==> src/rtl/pipelined_carry_skip_adder_pkg.sv <==
// -----------------------------------------------------------------------------
// pipelined_carry_skip_adder_pkg
//   Shared configuration for the pipelined carry-skip adder family.
//   - DEF_* : default geometry (32-bit operands, 4-bit skip groups,
//             2 groups per pipeline stage).
//   - stage_bits() : operand bits resolved per pipeline stage (S).
//   - num_stages() : pipeline depth, which is also the latency in cycles.
//   - width_ok()   : legality of a geometry. WIDTH must split evenly into stages.
//   - S / NSTAGE   : the derived constants for the default geometry.
// -----------------------------------------------------------------------------
package pipelined_carry_skip_adder_pkg;

  localparam int DEF_WIDTH = 32;
  localparam int DEF_BLOCK = 4;
  localparam int DEF_GPS   = 2;

  function automatic int stage_bits(input int block, input int gps);
    return block * gps;
  endfunction

  function automatic int num_stages(input int width, input int block, input int gps);
    return width / (block * gps);
  endfunction

  function automatic bit width_ok(input int width, input int block, input int gps);
    return (block > 0) && (gps > 0) && (width > 0) && ((width % (block * gps)) == 0);
  endfunction

  localparam int S      = stage_bits(DEF_WIDTH == 0 ? 0 : DEF_BLOCK, DEF_GPS);
  localparam int NSTAGE = num_stages(DEF_WIDTH, DEF_BLOCK, DEF_GPS);

  // Guards the default geometry itself. Each top instance repeats the
  // check for its own parameters.
  localparam bit DEF_GEOMETRY_OK = width_ok(DEF_WIDTH, DEF_BLOCK, DEF_GPS);

endpackage

==> src/rtl/carry_skip_group.sv <==
// -----------------------------------------------------------------------------
// carry_skip_group
//   BLOCK-bit ripple adder with a carry bypass. When every bit of the group
//   propagates (a ^ b all ones), the group carry-out is taken directly from
//   the group carry-in instead of waiting for the ripple chain.
//   The sum bits always come from the ripple chain.
//   Ports:
//     a, b [BLOCK] in  : group operand slices
//     cin          in  : group carry-in
//     sum  [BLOCK] out : group sum
//     cout         out : group carry-out (bypassed when all-propagate)
// -----------------------------------------------------------------------------
module carry_skip_group
  import pipelined_carry_skip_adder_pkg::*;
#(
  parameter int BLOCK = DEF_BLOCK
) (
  input  logic [BLOCK-1:0] a,
  input  logic [BLOCK-1:0] b,
  input  logic             cin,
  output logic [BLOCK-1:0] sum,
  output logic             cout
);

  logic [BLOCK:0]   ripple;
  logic [BLOCK-1:0] prop;
  logic             bypass;

  assign ripple[0] = cin;

  for (genvar i = 0; i < BLOCK; i++) begin : g_bit
    full_adder u_fa (
      .a    (a[i]),
      .b    (b[i]),
      .cin  (ripple[i]),
      .sum  (sum[i]),
      .cout (ripple[i+1])
    );
  end

  assign prop   = a ^ b;
  assign bypass = &prop;
  // The ripple result is logically identical when bypassing. The mux gives
  // the timing path from cin to cout that skips the chain.
  assign cout   = bypass ? cin : ripple[BLOCK];

endmodule

==> src/rtl/full_adder.sv <==
// -----------------------------------------------------------------------------
// full_adder
//   Single-bit full adder cell from the datapath library.
//   Ports: a, b, cin (in) -> sum, cout (out).
// -----------------------------------------------------------------------------
module full_adder (
  input  logic a,
  input  logic b,
  input  logic cin,
  output logic sum,
  output logic cout
);

  assign sum  = a ^ b ^ cin;
  assign cout = (a & b) | (cin & (a ^ b));

endmodule

==> src/rtl/pipelined_carry_skip_adder.sv <==
// -----------------------------------------------------------------------------
// pipelined_carry_skip_adder
//   Pipelined carry-skip adder/subtractor with a valid/ready stream interface.
//   Each pipeline stage resolves STAGE_BITS = BLOCK*GROUPS_PER_STAGE bits,
//   starting from the LSB. The partial sum, the inter-stage carry and the
//   not-yet-used operand bits travel down the pipe together.
//   Latency is LATENCY = WIDTH/STAGE_BITS cycles. Throughput is 1 beat/cycle.
//   The whole pipe advances or stalls as one unit.
//   Ports:
//     clk, rst             : clock, synchronous active-high reset
//     in_valid / in_ready  : operand handshake (in_ready = ~out_valid | out_ready)
//     A, B [WIDTH]         : operands
//     Cin                  : carry-in (ignored when Sub=1)
//     Sub                  : 0 -> A+B+Cin, 1 -> A-B
//     out_valid / out_ready: result handshake
//     Sum [WIDTH]          : result
//     Cout                 : MSB carry-out (for Sub=1, 1 means no borrow)
//     Overflow             : two's-complement overflow
//     Zero                 : Sum == 0
// -----------------------------------------------------------------------------
module pipelined_carry_skip_adder
  import pipelined_carry_skip_adder_pkg::*;
#(
  parameter int WIDTH            = DEF_WIDTH,
  parameter int BLOCK            = DEF_BLOCK,
  parameter int GROUPS_PER_STAGE = DEF_GPS
) (
  input  logic             clk,
  input  logic             rst,
  input  logic             in_valid,
  output logic             in_ready,
  input  logic [WIDTH-1:0] A,
  input  logic [WIDTH-1:0] B,
  input  logic             Cin,
  input  logic             Sub,
  output logic             out_valid,
  input  logic             out_ready,
  output logic [WIDTH-1:0] Sum,
  output logic             Cout,
  output logic             Overflow,
  output logic             Zero
);

  localparam int STAGE_BITS = stage_bits(BLOCK, GROUPS_PER_STAGE);
  localparam int LATENCY    = num_stages(WIDTH, BLOCK, GROUPS_PER_STAGE);
  localparam bit WIDTH_OK   = width_ok(WIDTH, BLOCK, GROUPS_PER_STAGE);

  if (!WIDTH_OK) begin : g_width_guard
    $error("pipelined_carry_skip_adder: WIDTH must be a positive multiple of BLOCK*GROUPS_PER_STAGE");
  end

  // ---------------------------------------------------------------------------
  // Handshake and operand transform
  // ---------------------------------------------------------------------------
  logic             advance;
  logic [WIDTH-1:0] b_eff;
  logic             cin_eff;

  assign advance  = ~out_valid | out_ready;
  assign in_ready = advance;

  // Subtraction is A + ~B + 1. Cin is ignored in that mode.
  assign b_eff   = Sub ? ~B : B;
  assign cin_eff = Sub ? 1'b1 : Cin;

  // ---------------------------------------------------------------------------
  // Stage registers. Entry k holds what stage k produced.
  // ---------------------------------------------------------------------------
  logic             valid_q [LATENCY];
  logic             valid_d [LATENCY];
  logic [WIDTH-1:0] sum_q   [LATENCY];
  logic [WIDTH-1:0] sum_d   [LATENCY];
  logic [WIDTH-1:0] a_q     [LATENCY];
  logic [WIDTH-1:0] a_d     [LATENCY];
  logic [WIDTH-1:0] b_q     [LATENCY];
  logic [WIDTH-1:0] b_d     [LATENCY];
  logic             carry_q [LATENCY];
  logic             carry_d [LATENCY];
  logic             ovf_q, ovf_d;
  logic             zero_q, zero_d;

  // Combinational result of each stage.
  logic [WIDTH-1:0] stage_sum   [LATENCY];
  logic             stage_carry [LATENCY];
  logic             msb_carry_in;

  // ---------------------------------------------------------------------------
  // Per-stage datapath: GROUPS_PER_STAGE skip groups chained on the carry.
  // ---------------------------------------------------------------------------
  for (genvar k = 0; k < LATENCY; k++) begin : g_stage
    logic [WIDTH-1:0]        src_a;
    logic [WIDTH-1:0]        src_b;
    logic [WIDTH-1:0]        src_sum;
    logic                    src_c;
    logic [GROUPS_PER_STAGE:0] chain;
    logic [STAGE_BITS-1:0]   bits;
    logic [WIDTH-1:0]        merged;

    if (k == 0) begin : g_src_in
      assign src_a   = A;
      assign src_b   = b_eff;
      assign src_sum = '0;
      assign src_c   = cin_eff;
    end else begin : g_src_reg
      assign src_a   = a_q[k-1];
      assign src_b   = b_q[k-1];
      assign src_sum = sum_q[k-1];
      assign src_c   = carry_q[k-1];
    end

    assign chain[0] = src_c;

    for (genvar g = 0; g < GROUPS_PER_STAGE; g++) begin : g_grp
      carry_skip_group #(
        .BLOCK (BLOCK)
      ) u_grp (
        .a    (src_a[k*STAGE_BITS + g*BLOCK +: BLOCK]),
        .b    (src_b[k*STAGE_BITS + g*BLOCK +: BLOCK]),
        .cin  (chain[g]),
        .sum  (bits[g*BLOCK +: BLOCK]),
        .cout (chain[g+1])
      );
    end

    // Overlay this stage's slice onto the sum bits resolved so far.
    // NOTE: every variable written in always_comb gets a full default first,
    // so no path leaves it unassigned and no latch is inferred.
    always_comb begin
      merged = src_sum;
      merged[k*STAGE_BITS +: STAGE_BITS] = bits;
    end

    assign stage_sum[k]   = merged;
    assign stage_carry[k] = chain[GROUPS_PER_STAGE];

    if (k == LATENCY - 1) begin : g_msb
      // Carry into the MSB is recovered from the MSB sum bit: s = a ^ b ^ c.
      assign msb_carry_in = merged[WIDTH-1] ^ src_a[WIDTH-1] ^ src_b[WIDTH-1];
    end
  end

  // ---------------------------------------------------------------------------
  // Next-state
  // ---------------------------------------------------------------------------
  always_comb begin
    valid_d[0] = in_valid & in_ready;
    a_d[0]     = A;
    b_d[0]     = b_eff;
    for (int k = 1; k < LATENCY; k++) begin
      valid_d[k] = valid_q[k-1];
      a_d[k]     = a_q[k-1];
      b_d[k]     = b_q[k-1];
    end
    for (int k = 0; k < LATENCY; k++) begin
      sum_d[k]   = stage_sum[k];
      carry_d[k] = stage_carry[k];
    end
    ovf_d  = msb_carry_in ^ stage_carry[LATENCY-1];
    zero_d = ~|stage_sum[LATENCY-1];
  end

  // ---------------------------------------------------------------------------
  // State registers: the whole pipe shifts together or holds together.
  // NOTE: sequential state uses non-blocking assignments, so every flop
  // samples its pre-edge input regardless of statement order.
  // ---------------------------------------------------------------------------
  always_ff @(posedge clk) begin
    if (rst) begin
      // NOTE: the datapath stages are reset along with the valid bits so the
      // visible result (Sum and flags) reads zero out of reset.
      for (int k = 0; k < LATENCY; k++) begin
        valid_q[k] <= 1'b0;
        sum_q[k]   <= '0;
        a_q[k]     <= '0;
        b_q[k]     <= '0;
        carry_q[k] <= 1'b0;
      end
      ovf_q  <= 1'b0;
      zero_q <= 1'b0;
    end else if (advance) begin
      for (int k = 0; k < LATENCY; k++) begin
        valid_q[k] <= valid_d[k];
        sum_q[k]   <= sum_d[k];
        a_q[k]     <= a_d[k];
        b_q[k]     <= b_d[k];
        carry_q[k] <= carry_d[k];
      end
      ovf_q  <= ovf_d;
      zero_q <= zero_d;
    end
  end

  assign out_valid = valid_q[LATENCY-1];
  assign Sum       = sum_q[LATENCY-1];
  assign Cout      = carry_q[LATENCY-1];
  assign Overflow  = ovf_q;
  assign Zero      = zero_q;

endmodule

==> config.mk <==
export PLATFORM = sky130hd
export DESIGN_NAME = pipelined_carry_skip_adder
export DESIGN_NICKNAME = d
export VERILOG_FILES = /design/src/rtl/pipelined_carry_skip_adder_pkg.sv /design/src/rtl/carry_skip_group.sv /design/src/rtl/full_adder.sv /design/src/rtl/pipelined_carry_skip_adder.sv
export SDC_FILE = /design/constraint.sdc
export NUM_CORES = 1
export LEC_CHECK = 0
export ABC_AREA = 1
export ABC_CLOCK_PERIOD_IN_PS = 6810
export BUFFER_PORTS_ARGS = -buffer_cell sky130_fd_sc_hd__buf_2
export CORE_MARGIN = 10
export CORE_UTILIZATION = 58
export DETAILED_ROUTE_END_ITERATION = 8
export PLACE_DENSITY = 0.8
export SYNTH_ARGS = -nofsm -noshare
export SYNTH_HDL_FRONTEND = slang
export SYNTH_SLANG_ARGS = --single-unit
export TNS_END_PERCENT = 5
==> constraint.sdc <==
create_clock -name clk -period 6.81 [get_ports clk]
set_input_delay 1.362 -clock clk [delete_from_list [all_inputs] [get_ports clk]]
set_output_delay 1.362 -clock clk [all_outputs]
set_load 0.005 [all_outputs]
==> results.rst <==
.. list-table::
   :header-rows: 1

   * - Metric
     - Value
   * - Final setup TNS
     - 0 ps
   * - Seq/Total Area, Yosys
     - 0.6278
   * - Netlist Area Pre-Place
     - 0.008865 mm²
   * - RSZ-0062 raised after global routing
     - false
   * - Largest voltage drop on the vdd net
     - 0.1911 mV
   * - Worst slew margin relative to its limit
     - 0.3322
   * - Actual transition at the worst max-transition pin
     - 1002 ps
   * - Cell at the root of the clock tree
     - clkbuf_16
   * - Reg clk slew, reported paths
     - roughly 70 ps
   * - Vias per inst
     - 4.530
   * - Share of post-route cells with drive strength above 1
     - 0.1694
   * - Initial standard-cell utilization of the core
     - 0.5875
   * - Sw frac
     - 0.2285
   * - Number of nets in the finished design
     - 983
   * - Post-placement worst setup slack
     - 1489 ps
   * - Port buffer count
     - about 110
   * - Count of state elements after synthesis
     - around 190
   * - Fmax
     - just over 200 MHz
   * - Category of the critical setup timing path
     - reg2reg
   * - Grt ovf
     - 0
   * - Total of warnings raised by yosys
     - 0
   * - CTS H-tree lvls
     - 4
   * - Cts-stage hold buffer count
     - 0
   * - Max-capacitance violation count
     - 0
   * - Portion of total power attributed to the clock network
     - 0.378
   * - Pleak
     - between 4 and 5 nW
   * - CTS tree
     - yes
   * - Startpoint types
     - register
   * - Clock sinks
     - 186
   * - Internal reg-to-reg setup slack
     - 1860 ps
   * - Reg power frac
     - 0.525
   * - # diodes
     - 0
   * - Number of optimization iterations in the first detailed-route pass
     - 5
   * - P per Cell Area
     - 265.5 mW/mm²
   * - Slack of the critical path
     - 1856 ps
   * - Residual DRC
     - 0
   * - Fill cells
     - 1103
   * - Maximum fanout along the worst path
     - 4
   * - Latest clock arrival within the worst-skew pair
     - 430 ps
   * - Cells after DPL
     - slightly above 1000
   * - Cell Count, Final, Fillers Out
     - around 1100
   * - Type of destination of the critical path
     - register
   * - Clock skew after layout
     - 8.310 ps
   * - Pin count of the biggest net entering global routing
     - 107
   * - Post-DP HPWL
     - 9646 µm
   * - Total routing resource utilization after global routing
     - 0.1412
   * - Total clock buffers created by CTS
     - 17
   * - Cells after synthesis
     - between 700 and 800
   * - Hold violation count in the final report
     - 0
   * - Number of gates resized after CTS
     - 0
   * - Die width
     - 143.6 µm
   * - Worst Path Required
     - between 7000 and 8000 ps
   * - Drt first-iter violations
     - approximately 340
   * - Total Wirelength
     - 13920 µm
   * - Vias after detailed routing
     - 4756
   * - Count of final setup violators
     - 0
   * - Height of the chip
     - 143.6 µm
   * - CP Data Arrival Time
     - ~5300 ps
   * - Final antenna-violating net count
     - 0
   * - Max clock buf depth
     - 2
   * - Signed area change from the synthesized netlist to the final layout
     - 13.24%
   * - Fraction of power consumed by combinational cells
     - 0.098
   * - Max-slew violation total from the final report
     - 0
   * - Post-route clock period utilization
     - 0.7274
   * - Ports
     - 107
   * - Synthesized net count
     - ~880
   * - Result of the run
     - finished, final reports clean
   * - Internal cell power
     - 2.057 mW
   * - Average footprint of a synthesized cell
     - 11.90 µm²
   * - Placeable core region
     - roughly 0.015 mm²
   * - Total Die Area
     - 0.02063 mm²
   * - Initial antenna violation count
     - 0
   * - Net load switching power
     - 0.6090 mW
   * - Global-route wire length before repair
     - 22920 µm
   * - Shortest period the worst path allows
     - around 5000 ps
   * - Hold/Removal Path Class
     - reg2reg
   * - Number of global-route vias before repair
     - roughly 4800
   * - Routed length per instance
     - 13.26 µm
   * - Distinct cell type count after synthesis
     - 23
   * - Site Rows
     - 45
   * - Final weighted congestion in routability-driven placement
     - 0.7763
   * - Final worst hold slack
     - 503.8 ps
   * - Setup repair bufs after CTS
     - 0
-- registers in the layout, summed over array words and instances (netlist names) --
register  count
sum_q        80
a_q          48
b_q          48
carry_q       4
valid_q       4
Overflow      1
Zero          1
-- final timing paths --
kind | endpoint | from | cells past startpoint
setup reg to reg | Overflow | carry_q[2] | 20
hold reg to reg | Zero | Zero | 2
hold / removal | Zero | Zero | 2
setup / recovery | Overflow | carry_q[2] | 20
-- area by class of cell --
| class | count | area (µm²) | area share |
|---|---|---|---|
| Clock buffer | 17 | 425.4 | 0.04238 |
| Clock inverter | 15 | 183.9 | 0.01832 |
| Inverter | 190 | 718.2 | 0.07154 |
| Multi-Input combinational cell | 345 | 2345 | 0.2336 |
| Sequential cell | 186 | 5565 | 0.5544 |
| Tap cell | 188 | 235.2 | 0.02343 |
| Timing Repair Buffer | 109 | 565.5 | 0.05634 |
-- synth_stat cells, drive strengths merged --
library cell | n | share of area
or2 | 2 | 0.0014
buf | 23 | 0.027
nor2 | 191 | 0.083
o21ai | 6 | 0.0034
nand2 | 21 | 0.0089
edfxtp | 184 | 0.62
nand4 | 11 | 0.0078
o21bai | 1 | 0.00085
nor3 | 1 | 0.00056
nand3 | 10 | 0.0056
clkbuf | 1 | 0.00085
xnor2 | 28 | 0.028
xor2 | 4 | 0.0040
nor4 | 1 | 0.00071
a21oi | 5 | 0.0028
dfxtp | 2 | 0.0045
inv | 190 | 0.080
fa | 32 | 0.072
ha | 32 | 0.045
-- placed cells by master (no fill, tap or decap), types with 3 or more instances in the layout --
cell type / synthesis / routed
a21oi_1: 5 / 5
inv_1: 189 / 189
nor2_1: 189 / 189
o21ai_0: 6 / 6
fa_1: 32 / 32
ha_1: 32 / 32
nand3_1: 10 / 10
nand2_1: 21 / 20
nand4_1: 11 / 11
clkbuf_16: 0 / 17
edfxtp_1: 184 / 184
xor2_1: 4 / 4
inv_6: 0 / 7
xnor2_1: 28 / 28
buf_2: 1 / 106
bufinv_16: 0 / 3
-- metrics by stage --
stage | power (mW) | util | instance area, µm²
CTS | 2.687 | 0.6653 | 10040
global route | 2.780 | 0.6653 | 10040
floorplan | 1.606 | - | 8865
global placement | 1.670 | 0.6249 | 9429
detailed placement | 1.685 | 0.6249 | 9429
finish | 2.666 | 0.6653 | 10040
-- critical path, stage by stage, from the launching register on --
cell and delay (ps):
edfxtp_1 430, fa_1 470, fa_1 470, fa_1 460
fa_1 450, o21bai_1 200, nand2_1 100, fa_1 180
inv_1 60, fa_1 460, fa_1 430, inv_1 90
fa_1 440, inv_1 70, nand2_1 70, nand3_1 100
nand2_1 80, inv_1 70, nand3_1 80, nand3_1 70
nand2_1 60
-- metal layers --
layer	vias to the layer above	part of all wire	wire length, µm	GRT usage
met5	-	0	0	0
met1	2144	0.45	6276	0.1797
met4	0	0.012	167	0.04514
li1	2485	-	-	-
met3	12	0.056	780	0.04422
met2	115	0.48	6696	0.2263
-- cells by family after synthesis --
| family | share of synthesized area |
|---|---|
| buf+inv | 0.1085 |
| compound gates | 0.007057 |
| xor+xnor | 0.03162 |
| flops | 0.6278 |
| fa+ha+maj | 0.1174 |
| simple gates | 0.1076 |
-- power groups by stage --
stage          sequential [mW]  clock [mW]  combinational, mW
6_report                  1.40        1.01              0.260
5_1_grt                   1.41        1.07              0.305
4_1_cts                   1.40        1.02              0.266
3_5_place_dp              1.42           0              0.262
3_3_place_gp              1.42           0              0.251
2_1_floorplan             1.42           0              0.188
(Power assumes the default switching activity.)
